## src/rtl/mult_div_unit.sv

```systemverilog
// Iterative multiply/divide unit: 32 shift-add or restoring steps, then a FIX cycle.
// Define MULT_DIV_SIGNED_EN to make op 01 (MULT) and op 11 (DIV) signed.
module mult_div_unit #(
    parameter int WIDTH = 32
) (
    input  logic             clk,
    input  logic             clear_n,
    input  logic             start,
    input  logic [1:0]       op,
    input  logic [WIDTH-1:0] a,
    input  logic [WIDTH-1:0] b,
    output logic             busy,
    output logic             done,
    output logic [WIDTH-1:0] hi,
    output logic [WIDTH-1:0] lo
);
    localparam int CW = $clog2(WIDTH);

    typedef enum logic [1:0] {IDLE, CALC, FIX, DONE} state_t;

    state_t           state_q, state_d;
    logic [CW-1:0]    cnt_q, cnt_d;
    logic             isDiv_q, isDiv_d;
    logic [WIDTH-1:0] accHi_q, accHi_d;
    logic [WIDTH-1:0] accLo_q, accLo_d;
    logic [WIDTH-1:0] opB_q, opB_d;
    logic [WIDTH-1:0] hi_q, hi_d;
    logic [WIDTH-1:0] lo_q, lo_d;

`ifdef MULT_DIV_SIGNED_EN
    logic             negQ_q, negQ_d;
    logic             negR_q, negR_d;
    logic             divZero_q, divZero_d;
    logic             isSigned;
    logic [2*WIDTH-1:0] prodNeg;
`else
    logic             unusedOpSign;
    assign unusedOpSign = op[0];
`endif

    logic             accept;
    logic [WIDTH:0]   mulSum;
    logic [WIDTH:0]   remShift;
    logic [WIDTH-1:0] remSub;
    logic             remGe;
    logic [WIDTH-1:0] aMag, bMag;

    always_comb begin
        state_d = state_q;
        cnt_d   = cnt_q;
        isDiv_d = isDiv_q;
        accHi_d = accHi_q;
        accLo_d = accLo_q;
        opB_d   = opB_q;
        hi_d    = hi_q;
        lo_d    = lo_q;
`ifdef MULT_DIV_SIGNED_EN
        negQ_d    = negQ_q;
        negR_d    = negR_q;
        divZero_d = divZero_q;
        isSigned  = op[0];
        aMag      = (isSigned && a[WIDTH-1]) ? -a : a;
        bMag      = (isSigned && b[WIDTH-1]) ? -b : b;
        prodNeg   = -{accHi_q, accLo_q};
`else
        aMag = a;
        bMag = b;
`endif
        accept = start && ((state_q == IDLE) || (state_q == DONE));

        // Multiply keeps {accHi,accLo} as partial product over the shifting multiplier;
        // divide keeps accHi as partial remainder and accLo as dividend/quotient.
        mulSum   = {1'b0, accHi_q} + (accLo_q[0] ? {1'b0, opB_q} : '0);
        remShift = {accHi_q, accLo_q[WIDTH-1]};
        remGe    = (remShift >= {1'b0, opB_q});
        remSub   = remShift[WIDTH-1:0] - opB_q;

        case (state_q)
            IDLE: begin
                if (accept) state_d = CALC;
            end
            CALC: begin
                cnt_d = cnt_q + CW'(1);
                if (isDiv_q) begin
                    accHi_d = remGe ? remSub : remShift[WIDTH-1:0];
                    accLo_d = {accLo_q[WIDTH-2:0], remGe};
                end else begin
                    accHi_d = mulSum[WIDTH:1];
                    accLo_d = {mulSum[0], accLo_q[WIDTH-1:1]};
                end
                if (cnt_q == CW'(WIDTH - 1)) state_d = FIX;
            end
            FIX: begin
                state_d = DONE;
`ifdef MULT_DIV_SIGNED_EN
                // With a zero divisor the remainder already holds |a|, so the
                // dividend-sign fix restores raw a; only the quotient is forced.
                if (isDiv_q) begin
                    lo_d = divZero_q ? '1 : (negQ_q ? -accLo_q : accLo_q);
                    hi_d = negR_q ? -accHi_q : accHi_q;
                end else begin
                    {hi_d, lo_d} = negQ_q ? prodNeg : {accHi_q, accLo_q};
                end
`else
                hi_d = accHi_q;
                lo_d = accLo_q;
`endif
            end
            DONE: begin
                state_d = accept ? CALC : IDLE;
            end
            default: state_d = IDLE;
        endcase

        if (accept) begin
            cnt_d   = '0;
            isDiv_d = op[1];
            accHi_d = '0;
            accLo_d = aMag;
            opB_d   = bMag;
`ifdef MULT_DIV_SIGNED_EN
            negQ_d    = isSigned && (a[WIDTH-1] ^ b[WIDTH-1]);
            negR_d    = isSigned && a[WIDTH-1];
            divZero_d = (b == '0);
`endif
        end
    end

    always_ff @(posedge clk) begin
        if (!clear_n) begin
            state_q <= IDLE;
            cnt_q   <= '0;
            isDiv_q <= 1'b0;
            accHi_q <= '0;
            accLo_q <= '0;
            opB_q   <= '0;
            hi_q    <= '0;
            lo_q    <= '0;
`ifdef MULT_DIV_SIGNED_EN
            negQ_q    <= 1'b0;
            negR_q    <= 1'b0;
            divZero_q <= 1'b0;
`endif
        end else begin
            state_q <= state_d;
            cnt_q   <= cnt_d;
            isDiv_q <= isDiv_d;
            accHi_q <= accHi_d;
            accLo_q <= accLo_d;
            opB_q   <= opB_d;
            hi_q    <= hi_d;
            lo_q    <= lo_d;
`ifdef MULT_DIV_SIGNED_EN
            negQ_q    <= negQ_d;
            negR_q    <= negR_d;
            divZero_q <= divZero_d;
`endif
        end
    end

    assign busy = (state_q == CALC) || (state_q == FIX);
    assign done = (state_q == DONE);
    assign hi   = hi_q;
    assign lo   = lo_q;

endmodule

```

## config.mk

```make
export PLATFORM = sky130hd
export DESIGN_NAME = mult_div_unit
export DESIGN_NICKNAME = d
export VERILOG_FILES = /design/src/rtl/mult_div_unit.sv
export SDC_FILE = /design/constraint.sdc
export NUM_CORES = 1
export LEC_CHECK = 0
export ABC_AREA = 1
export CAP_MARGIN = 40
export CELL_PAD_IN_SITES_DETAIL_PLACEMENT = 2
export CELL_PAD_IN_SITES_GLOBAL_PLACEMENT = 2
export CORE_UTILIZATION = 26
export CTS_CLUSTER_SIZE = 16
export DETAILED_ROUTE_END_ITERATION = 6
export PLACE_DENSITY_LB_ADDON = 0.12
export SLEW_MARGIN = 20
export SYNTH_ARGS = -nofsm -noshare
export SYNTH_HDL_FRONTEND = slang
export SYNTH_SLANG_ARGS = --single-unit
```

## constraint.sdc

```tcl
create_clock -name clk -period 3.1 [get_ports clk]
set_input_delay 0.62 -clock clk [delete_from_list [all_inputs] [get_ports clk]]
set_output_delay 0.62 -clock clk [all_outputs]
set_load 0.05 [all_outputs]
```

==> flow_summary_export.csv <==
group,metric,value,unit
synth,synthCells,1939,
critical_path,worst-path-buf-inv,3,
critical_path,cp.required,3.49,ns
floorplanning,chipWidth,216.4,um
critical_path,slowest_delay,0.42,ns
worst_hold_path,hp-class,"flip-flop to flip-flop",
synth,yosysWarnings,0,
synth,synth_ff_type,"dfxtp_1",
synth,netlist_area,11950,um2
clock_tree,numCtsBuffers,17,
floorplanning,start_util,26.34,%
timing,final_hold_viol_count,0,
critical_path,critPathKind,"flip-flop to flip-flop",
synth,synth_area_per_cell,6.164,um2
floorplanning,die_h,216.4,um
finish,final_nets,2199,
critical_path,crit_family,"simple AND/OR/NAND/NOR gates",
route,drt-wirelength-per-cell,20.73,um
critical_path,critPathCaptureType,"flip-flop",
timing,setup-violations-final,0,
finish,drive_gt1_share,5.942,%
clock_tree,htreeDepth,4,
global_routing,overflow,0,
critical_path,startpoint_type,"flip-flop",
finish,syn_to_final_growth,22.68,%
floorplanning,rows,78,
status,status,"finished, final reports clean",
critical_path,reg2reg_slack,0.30,ns
global_routing,antenna_found_initial,1,
global_routing,grt_use_total,24.00,%
critical_path,crit_top_cell,"nand2_1",
power_and_ir_drop,ir_worst_vdd,517.7,uV
timing,max_freq,357.1,MHz
placement,numPortBuffers,133,
timing,fin_tns_setup,0,ns
clock_tree,clkTransAtPathRegs,0.08,ns
clock_tree,root_buffer,"clkbuf_16",
finish,final_common_cell,"nand2_1",
critical_path,worstPathMaxFanout,14,
finish,instances_no_fill,2670,
placement,gp_congestion,0.9044,
placement,dp_cells,2638,
route,drc_errors,0,
timing,maxSlewViolCount,0,
power_and_ir_drop,p_leak,6.985,nW
route,wirelength,55340,um
timing,fin_hold_ws,0.4779,ns
route,num_vias,13330,
clock_tree,clock_sinks,168,
clock_tree,clk_latency,0.49,ns
clock_tree,cts_tree,"done",
synth,synth_edf_count,0,
power_and_ir_drop,power_density,1013,nW/um2
timing,relSlewSlack,47.90,%
floorplanning,design.die.area,46830,um2
clock_tree,cts_setup_buffers,0,
floorplanning,core,45380,um2
timing,rsz0062_at_grt,"no",
timing,skew,0.01621,ns
placement,dp_hpwl,44400,um
finish,final_cell_mix,"nand2_1, inv_1, nor2_1, a21oi_1, dfxtp_1",
job,max_cap_violations,0,
synth,synth_cell_types,43,
synth,synth_fp_nets,2081,
route,vias_per_cell,4.992,
clock_tree,postCtsHoldBufs,0,
critical_path,critical_path_arrival,3.19,ns
critical_path,crit_path_top_delay_cell,"dfxtp_1",
synth,ys_seq_area_share,28.14,%
route,drtIter0Drc,539,
clock_tree,clock_path_buffers,2,
route,detail_route.first_pass.iterations,5,
timing,min_period,2.800,ns
floorplanning,io-pin-count,135,
synth,synthArstFlopShare,0,%
global_routing,grt_pass1_wl,85020,um
critical_path,path_cells,"buf_12 -> nand2_1 -> inv_1 -> ha_1 -> fa_1 -> nand2_1 -> nand3_1 -> nand2_1 -> o21ai_1 -> nand2_1 -> nand2_1 -> nand2_1 -> nand2_1 -> nand2_1 -> nand3_1 -> nand3_1 -> nand2_1 -> inv_1",
power_and_ir_drop,total_power,14.85,mW
route,antenna_left,0,
timing,tightest_slew,0.7803,ns
finish,diodes,0,
finish,utilization,32.31,%
clock_tree,post_cts_resized,0,
timing,period_share,90.34,%
global_routing,grt_max_degree,68,
global_routing,first_global_vias,14490,
synth,synth_seq_cells,168,
-- where the power goes --
part	internal, mW	switching, mW
Combinational	2.83	6.62
Clock	1.09	1.08
Sequential	2.77	0.453
Total	6.69	8.15
-- registers in the layout (all words and copies together), names as in the netlist --
signal / count
accLo_q: 32
state_q: 2
opB_q: 32
hi: 32
lo: 32
cnt_q: 5
accHi_q: 32
isDiv_q: 1
-- kinds of logic (layout without fill, tap and decap cells) --
| family | Yosys count | after routing | synth area share [%] |
|---|---|---|---|
| simple gates | 883 | 883 | 31.28 |
| buf+inv | 382 | 513 | 12.38 |
| compound gates | 418 | 418 | 19.33 |
| fa+ha+maj | 73 | 73 | 7.767 |
| flops | 168 | 168 | 28.14 |
| xor+xnor | 15 | 15 | 1.099 |
-- routing by layer --
metal	part of all wire (%)	global-route usage, %	wire length [um]
met2	47	40.64	26100
met3	2.6	3.158	1456
met5	0.023	0	13
met1	48	31.68	26790
met4	1.8	6.808	986
-- synthesized netlist by cell type (2+ instances only) --
library cell / instances / area (um2)
inv_2: 4 / 15.01
a221oi_1: 11 / 96.34
a21oi_1: 169 / 845.8
o21ai_0: 156 / 780.8
o21a_1: 2 / 15.01
nor2_4: 4 / 45.04
buf_8: 2 / 30.03
buf_1: 3 / 11.26
inv_1: 301 / 1130
buf_2: 7 / 35.03
xor2_1: 6 / 52.55
o221ai_1: 2 / 17.52
o21bai_1: 4 / 30.03
a31oi_1: 25 / 156.4
fa_1: 2 / 40.04
a21oi_2: 3 / 26.28
a21o_1: 4 / 30.03
xnor2_1: 9 / 78.83
clkbuf_1: 61 / 229.0
nor2_1: 176 / 660.6
buf_4: 2 / 15.01
a211oi_1: 11 / 82.58
nand3_1: 117 / 585.6
or2_2: 9 / 56.30
ha_1: 71 / 888.4
o211ai_1: 28 / 210.2
dfxtp_1: 168 / 3363
nor2_2: 8 / 50.05
o21ai_1: 2 / 10.01
nand4_1: 27 / 168.9
nand2_2: 10 / 62.56
and2_1: 3 / 18.77
nand3b_1: 7 / 52.55
nand2_1: 494 / 1854
nor3_1: 23 / 115.1
-- tightest hold or removal path, delay by kind of cell, from the launching register on --
kind	cells	cell delay, ns
flip-flops	1	0.32
AO/OA/AOI/OAI	1	0.05
AND/OR/NAND/NOR	1	0.06
-- area by class of cell --
cell class / instances / area, um2
clock buffer: 19 / 452.9
clock inverter: 13 / 111.4
fill: 5589 / 30720
inverter: 306 / 1149
multi-input combinational: 1389 / 7129
sequential: 168 / 3364
tap: 600 / 750.7
timing repair buffer: 175 / 1707
-- stage by stage --
stage / instance area, um2 / worst slack, ns
floorplan: 11950 / 0.6750
global placement: 14070 / 0.3584
detailed placement: 14100 / 0.2717
CTS: 14660 / 0.2507
global route: 14660 / 0.02413
finish: 14660 / 0.2996
-- path summary, 6_finish.rpt --
| check | start | to | depth (start not counted) |
|---|---|---|---|
| worst min-delay path | cnt_q[4]$_SDFFE_PP0P_ | cnt_q[4]$_SDFFE_PP0P_ | 2 |
| worst max register to register | accLo_q[0]$_SDFFE_PN0P_ | accHi_q[27]$_SDFFE_PP0P_ | 18 |
| worst max-delay path | accLo_q[0]$_SDFFE_PN0P_ | accHi_q[27]$_SDFFE_PP0P_ | 18 |
| worst min register to register | cnt_q[4]$_SDFFE_PP0P_ | cnt_q[4]$_SDFFE_PP0P_ | 2 |
No activity file was read; power rests on OpenSTA's default activity.
